===== src/rtl/and_gate_exerciser.sv =====
// ---------------------------------------------------------------------------
// and_gate_exerciser
//
// Purpose:
//   Driver/responder for a 2-input AND gate. On start it walks the four
//   {a,b} input combinations LOOPS times. Each vector is held for
//   SETTLE_CYCLES cycles, and then the gate output is sampled for one cycle
//   and compared with a&b. It reports a saturating mismatch count, the first
//   failing vector and an overall pass flag. All outputs are registered.
//
// Ports:
//   clk              in   system clock, rising edge
//   rst_n            in   asynchronous active-low reset
//   start            in   run request, honoured only in IDLE
//   drv_a, drv_b     out  drives gate inputs a and b
//   dut_out          in   gate output under test, used only in SAMPLE
//   busy             out  high in SETTLE and SAMPLE
//   done             out  one-cycle pulse at the end of a run
//   pass             out  last completed run had no mismatches
//   err_count        out  saturating mismatch count of current/last run
//   first_fail_valid out  a mismatch has been captured this run
//   first_fail_vec   out  {a,b} of the first mismatch
//
// state  | meaning
// -------+-----------------------------------------------------------
// IDLE   | waiting for start, results of the last run held
// SETTLE | vector driven, settle counter running down to 0
// SAMPLE | compare dut_out with a&b, then advance to the next vector
// FINISH | one cycle: done pulse, pass resolved, drives back to 00
// ---------------------------------------------------------------------------
module and_gate_exerciser #(
  parameter int SETTLE_CYCLES = 2,
  parameter int LOOPS         = 1,
  parameter int ERR_W         = 8
) (
  input  logic             clk,
  input  logic             rst_n,
  input  logic             start,
  output logic             drv_a,
  output logic             drv_b,
  input  logic             dut_out,
  output logic             busy,
  output logic             done,
  output logic             pass,
  output logic [ERR_W-1:0] err_count,
  output logic             first_fail_valid,
  output logic [1:0]       first_fail_vec
);

  localparam int CNT_W  = (SETTLE_CYCLES > 1) ? $clog2(SETTLE_CYCLES) : 1;
  localparam int LOOP_W = (LOOPS > 1) ? $clog2(LOOPS) : 1;

  localparam logic [CNT_W-1:0]  CNT_RELOAD = CNT_W'(SETTLE_CYCLES - 1);
  localparam logic [LOOP_W-1:0] LOOP_LAST  = LOOP_W'(LOOPS - 1);
  localparam logic [ERR_W-1:0]  ERR_MAX    = '1;

  typedef enum logic [1:0] {
    ST_IDLE   = 2'd0,
    ST_SETTLE = 2'd1,
    ST_SAMPLE = 2'd2,
    ST_FINISH = 2'd3
  } state_t;

  state_t              state_q, state_d;
  logic [CNT_W-1:0]    cnt_q, cnt_d;
  logic [1:0]          vec_q, vec_d;
  logic [LOOP_W-1:0]   loop_q, loop_d;
  logic [1:0]          drv_q, drv_d;
  logic                busy_q, busy_d;
  logic                done_q, done_d;
  logic                pass_q, pass_d;
  logic [ERR_W-1:0]    err_q, err_d;
  logic                ffv_q, ffv_d;
  logic [1:0]          ffvec_q, ffvec_d;

  logic                mismatch;
  logic [ERR_W-1:0]    err_next;

  // The compare uses the registered drives, i.e. exactly what the gate sees.
  assign mismatch = dut_out != (drv_q[1] & drv_q[0]);

  always_comb begin
    err_next = err_q;
    if (mismatch && (err_q != ERR_MAX)) begin
      err_next = err_q + 1'b1;
    end
  end

  always_comb begin
    state_d = state_q;
    cnt_d   = cnt_q;
    vec_d   = vec_q;
    loop_d  = loop_q;
    drv_d   = drv_q;
    pass_d  = pass_q;
    err_d   = err_q;
    ffv_d   = ffv_q;
    ffvec_d = ffvec_q;

    case (state_q)
      ST_IDLE: begin
        if (start) begin
          state_d = ST_SETTLE;
          cnt_d   = CNT_RELOAD;
          vec_d   = 2'd0;
          loop_d  = '0;
          drv_d   = 2'd0;
          pass_d  = 1'b0;
          err_d   = '0;
          ffv_d   = 1'b0;
          ffvec_d = 2'd0;
        end
      end

      ST_SETTLE: begin
        if (cnt_q == '0) begin
          state_d = ST_SAMPLE;
        end else begin
          cnt_d = cnt_q - 1'b1;
        end
      end

      ST_SAMPLE: begin
        err_d = err_next;
        if (mismatch && !ffv_q) begin
          ffv_d   = 1'b1;
          ffvec_d = vec_q;
        end
        if ((vec_q == 2'd3) && (loop_q == LOOP_LAST)) begin
          state_d = ST_FINISH;
          drv_d   = 2'd0;
          // err_next already includes this final sample.
          pass_d  = (err_next == '0);
        end else begin
          state_d = ST_SETTLE;
          cnt_d   = CNT_RELOAD;
          // The 2-bit vector wraps 3 -> 0 in the same cycle the loop steps.
          vec_d   = vec_q + 2'd1;
          drv_d   = vec_q + 2'd1;
          if (vec_q == 2'd3) begin
            loop_d = loop_q + 1'b1;
          end
        end
      end

      ST_FINISH: begin
        state_d = ST_IDLE;
      end

      default: begin
        state_d = ST_IDLE;
      end
    endcase

    // Status flags follow the next state so that they are registered.
    busy_d = (state_d == ST_SETTLE) || (state_d == ST_SAMPLE);
    done_d = (state_d == ST_FINISH);
  end

  always_ff @(posedge clk or negedge rst_n) begin
    if (!rst_n) begin
      state_q <= ST_IDLE;
      cnt_q   <= '0;
      vec_q   <= 2'd0;
      loop_q  <= '0;
      drv_q   <= 2'd0;
      busy_q  <= 1'b0;
      done_q  <= 1'b0;
      pass_q  <= 1'b0;
      err_q   <= '0;
      ffv_q   <= 1'b0;
      ffvec_q <= 2'd0;
    end else begin
      state_q <= state_d;
      cnt_q   <= cnt_d;
      vec_q   <= vec_d;
      loop_q  <= loop_d;
      drv_q   <= drv_d;
      busy_q  <= busy_d;
      done_q  <= done_d;
      pass_q  <= pass_d;
      err_q   <= err_d;
      ffv_q   <= ffv_d;
      ffvec_q <= ffvec_d;
    end
  end

  assign drv_a            = drv_q[1];
  assign drv_b            = drv_q[0];
  assign busy             = busy_q;
  assign done             = done_q;
  assign pass             = pass_q;
  assign err_count        = err_q;
  assign first_fail_valid = ffv_q;
  assign first_fail_vec   = ffvec_q;

endmodule


===== config.mk =====
export PLATFORM = sky130hd
export DESIGN_NAME = and_gate_exerciser
export DESIGN_NICKNAME = d
export VERILOG_FILES = /design/src/rtl/and_gate_exerciser.sv
export SDC_FILE = /design/constraint.sdc
export NUM_CORES = 1
export LEC_CHECK = 0
export BUFFER_PORTS_ARGS = -buffer_cell sky130_fd_sc_hd__buf_2
export CAP_MARGIN = 10
export CORE_MARGIN = 3
export CORE_UTILIZATION = 50
export CTS_BUF_LIST = sky130_fd_sc_hd__clkbuf_2
export CTS_CLUSTER_SIZE = 14
export DETAILED_ROUTE_END_ITERATION = 8
export PLACE_DENSITY = 0.78
export SLEW_MARGIN = 40
export SYNTH_ARGS = -nofsm -noshare
export SYNTH_HDL_FRONTEND = slang
export SYNTH_SLANG_ARGS = --single-unit

===== constraint.sdc =====
create_clock -name clk -period 2.96 [get_ports clk]
set_input_delay 0.592 -clock clk [delete_from_list [all_inputs] [get_ports clk]]
set_output_delay 0.592 -clock clk [all_outputs]
set_load 0.01 [all_outputs]

# --- After elaboration in Yosys (flattened, before gate mapping) ---
# Cells that the tools add are included.
totals:
  register_bits: 22
  inputBits: 4
  wordCells: 72
op_classes:
  n_addsub: 4
  eq_ne: 14
  n_mux: 26
  bitwise_logic: 2
  n_reduce_logical: 15
ops:
  columns: ["cell", "n"]
  rows:
  - ["2-to-1 mux 8 bit", 2]
  - ["case mux 8 bit (2 select lines)", 1]
  - ["2-to-1 mux 2 bit", 7]
  - ["case mux 2 bit (2 select lines)", 3]
  - ["AND reduction 3 bit", 4]
  - ["equality test 2 bit (second input constant)", 5]
  - ["inequality test 2 bit (second input constant)", 5]
  - ["adder 8 x 1 -> 8 bit (second input constant)", 1]
  - ["zero test 8 bit", 1]
  - ["2-to-1 mux 1 bit", 8]
  - ["inequality test 8 bit (second input constant)", 1]
  - ["case mux 2 bit (4 select lines)", 1]
  - ["case mux 1 bit (2 select lines)", 3]
  - ["equality test 2 x 1 -> 1 bit (second input constant)", 2]
  - ["AND reduction 4 bit", 1]
  - ["logical AND 1 bit", 3]
  - ["case mux 1 bit (3 select lines)", 1]
  - ["nonzero test 3 bit", 1]
  - ["adder 2 x 1 -> 2 bit (second input constant)", 1]
  - ["zero test 2 bit", 1]
  - ["AND reduction 2 bit", 1]
  - ["nonzero test 2 bit", 1]
  - ["adder 1 bit (second input constant)", 1]
  - ["bitwise AND 1 bit", 1]
  - ["other kinds (5)", 5]

# --- Depth between registers and ports, before layout ---
logic_depth:
  depth_word: 7
  mapped_depth: 6
  ltp_nobuf: 6

# --- Worst setup path before layout ---
# Ideal clock, no wire load.
synth_timing:
  kind: "register -> register"
  from: "register err_q[0], in the netlist err_count[0]"
  to: "register pass_q, in the netlist pass"
  arrival_ns: 1.636
  required_ns: 2.865
  slack_ns: 1.228
  path_stages_with_launch: 7
  n_path_buf: 0
  path_cell_list: "dfrtp_1 ha_1 nand3_1 o22ai_2 a2111oi_2 nor2_1 o31ai_1"
synth_via:
  elab_chain_cells: 6
  elab_cells_between_ends: 7
synth_rtl:
  columns: ["item", "line_no", "rtl"]
  rows:
  - ["from (decl)", "72", "logic [ERR_W-1:0] err_q, err_d;"]
  - ["from (signal assigned)", "182", "err_q <= err_d;"]
  - ["branches (longest 2 deep; another with adder 8 x 1 -> 8 bit)", null, null]
  - ["2-to-1 mux 8 bit (*)", "84", "if (mismatch && (err_q != ERR_MAX)) begin"]
  - ["zero test 8 bit (*)", "133", "pass_d = (err_next == '0);"]
  - ["2-to-1 mux 1 bit (*)", "129", "if ((vec_q == 2'd3) && (loop_q == LOOP_LAST)) begin"]
  - ["case mux 1 bit (2 select lines) (*)", "100", "case (state_q)"]
  - ["to (signal assigned)", "181", "pass_q <= pass_d;"]
  - ["to (decl)", "71", "logic pass_q, pass_d;"]
# Every way passes the cells marked *. The select of a mux whose other input is x is not followed.
# A chain may end at the register's enable or synchronous reset.

# --- Worst setup path after layout ---
# Same ends and word-level chain as after synthesis.

==> impl_metrics.csv <==
group,metric,value,unit
run_status,run_status,"finished clean",
sta,holdWs,0.1661,ns
clock_network,htreeDepth,1,
drt,routed_wirelength,2604,um
power_and_ir_drop,ir_drop,0.0004754,V
floorplan,io_pins,20,
setup_path,reg2reg_depth,6,
sta,setup_tns,0,ns
setup_path,crit_path_max_incr_delay,0.52,ns
yosys,postSynthAreaPerCell,9.350,sq um
setup_path,worst_ep_required_time,3.24,ns
grt,grt_max_degree,23,
place,postPlaceCellArea,1287,sq um
sta,finalHoldViolCount,0,
drt,routedWlPerCell,14.97,um
setup_path,crit_fanout,9,
layout,mostFrequentLayoutCell,"dfrtp_1",
layout,regArea,550.5,sq um
grt,grt_pass1_vias,916,
drt,drtPass1Iterations,4,
power_and_ir_drop,switching_share,36.57,%
yosys,ys_seq_area_share,46.36,%
clock_network,clk_pin_slew,0.21,ns
layout,multi_input_area,591.8,sq um
grt,grt_antenna_before_repair,0,
setup_path,endpoint_kind,"register",
grt,grtUsageTotal,20.40,%
layout,drive_above_1_share,22.60,%
floorplan,core-area,2233,sq um
yosys,syn_inst,127,
sta,fin_worst_skew,0.0008111,ns
clock_network,post_cts_buffers,0,
drt,ant_nets,0,
sta,period_minus_slack,1.909,ns
drt,post-route-drc-count,0,
layout,fillers,209,
yosys,synth_edf_count,0,
power_and_ir_drop,p_int,0.5940,mW
floorplan,die_y,54.73,um
clock_network,tritoncts,"built",
power_and_ir_drop,power_density,702.8,nW/um^2
clock_network,cts_resized,0,
yosys,postSynth.asyncResetShare,100.0,%
drt,drt_iter0_markers,23,
job,drv_cap,0,
grt,grt_pass1_wl,4340,um
sta,rsz0062_at_grt,"false",
drt,vias,1045,
setup_path,rr_endpoint,"pass",
grt,overflow,0,
drt,vias_per_cell,6.006,
yosys,ys.warnings.count,0,
power_and_ir_drop,p_leak,0.6596,nW
sta,max_slew.worst_pin.slew,0.5059,ns
sta,fmax,523.8,MHz
clock_network,hold_buffers,0,
clock_network,clock_path_buffers,2,
sta,finalSetupViolations,0,
floorplan,initial_core_util,53.17,%
clock_network,cts-root-buf,"clkbuf_2",
yosys,ys_types,38,
floorplan,die_w,54.73,um
sta,fin_ws,1.051,ns
place,pre_cts_slack,1.014,ns
yosys,syn_nets,134,
layout,fin_area,1333,sq um
power_and_ir_drop,p_clk_share,22.9,%
setup_path,path_class,"register to register",
setup_path,reg2reg_from,"err_count[0]",
power_and_ir_drop,power_switching,0.3425,mW
yosys,synth_ff_type,"dfrtp_1",
clock_network,numCtsBuffers,3,
setup_path,cp_cell_sequence,"ha_1, nand3_1, o22ai_2, a2111oi_2, nor2_1, o31ai_1",
layout,area_growth,12.22,%
yosys,syn_area,1187,sq um
place,dp_hpwl,1868,um
yosys,ys_seq_elements,22,
clock_network,insertion_delay,0.35,ns
sta,final-max-slew-violation-count,0,
floorplan,rows,17,
sta,slew-limit-headroom,66.27,%
layout,fin_cells,174,
setup_path,worstPathArrival,2.19,ns
layout,mostFrequentLayoutCells,"dfrtp_1, buf_2, nand2_1",
power_and_ir_drop,seqPwrFrac,47.0,%
power_and_ir_drop,pwr-share-comb,30.1,%
setup_path,reg2reg_setup_slack,1.05,ns
place,io_buffers,19,
layout,diodes,0,
hold_path,hold_class,"input pin to asynchronous set/reset pin",
floorplan,die_area,2995,sq um
setup_path,worst_setup_path_start_kind,"register",
place,dp.cells,170,
place,gp_congestion,0.8828,
sta,min_period_over_period,64.50,%
layout,fin_nets,154,
setup_path,crit_slowest_cell,"dfrtp_1",
clock_network,cts_sinks,22,
==> critical path: cells and delay by family (launching register included) <==
kind | cells | cell delay [ns]
AOI/OAI and AO/OA | 3 | 0.71
DFF | 1 | 0.52
adders and majority gates | 1 | 0.32
and+or+nand+nor | 2 | 0.30
==> per-layer routing <==
layer / routed length, um / vias to the layer above / track usage (%) / part of all wire (%)
met5: 0 / - / 0 / 0
met4: 59 / 0 / 9.544 / 2.3
met3: 151 / 7 / 2.452 / 5.8
met2: 1208 / 36 / 30.71 / 46
met1: 1186 / 503 / 28.84 / 46
li1: - / 499 / - / -
==> through the flow <==
stage,util [%],power (mW)
after floorplan,-,0.6242
after global placement,57.65,0.7176
after global routing,59.66,1.001
after CTS,59.66,0.9402
after detailed placement,57.65,0.7302
final,59.66,0.9366
==> registers in the layout (all words and copies together) (netlist names) <==
| signal | count |
|---|---|
| busy | 1 |
| cnt_q | 1 |
| done | 1 |
| drv_q | 2 |
| err_count | 8 |
| first_fail_valid | 1 |
| first_fail_vec | 2 |
| loop_q | 1 |
| pass | 1 |
| state_q | 2 |
| vec_q | 2 |
==> logic make-up after synthesis <==
kind of cell	Yosys count	share of synthesized area [%]
simple gates	55	23.82
compound gates	36	20.44
flops	22	46.36
buf+inv	8	3.793
fa+ha+maj	3	3.162
mux	2	1.686
xor+xnor	1	0.7378
==> power by group through the flow <==
stage	Combinational, mW	Sequential, mW	Clock, mW
CTS	0.286	0.439	0.215
global route	0.324	0.452	0.224
floorplan	0.180	0.444	0
global placement	0.278	0.439	0
detailed placement	0.286	0.444	0
finish	0.282	0.440	0.215
==> worst max-delay path by stage <==
| stage | from | slack [ns] | to |
|---|---|---|---|
| floorplan | err_count[0] | 1.23 | pass |
| global placement | dut_out | 1.06 | pass |
| detailed placement | dut_out | 1.01 | pass |
| CTS | err_count[0] | 1.04 | pass |
| global route | err_count[0] | 0.89 | pass |
| finish | err_count[0] | 1.05 | pass |
==> cell usage after synthesis, types with 3 or more instances <==
| cell | instances | area [sq um] |
|---|---|---|
| nand2_1 | 18 | 67.56 |
| nand2b_1 | 6 | 37.54 |
| a21oi_1 | 5 | 25.02 |
| dfrtp_1 | 22 | 550.5 |
| inv_1 | 4 | 15.01 |
| o21ai_0 | 14 | 70.07 |
| nand4_1 | 3 | 18.77 |
| or2_2 | 3 | 18.77 |
| ha_1 | 3 | 37.54 |
| nand3_1 | 5 | 25.02 |
| nor2_1 | 8 | 30.03 |
| a22o_1 | 3 | 26.28 |
==> final cells by class <==
class	instances	share of cell area (%)
timing repair buffer	19	7.136
multi-input combinational	97	44.41
clock buffer	3	1.127
tap	28	2.629
inverter	4	1.127
clock inverter	1	2.254
sequential	22	41.31
(Power assumes the default switching activity.)
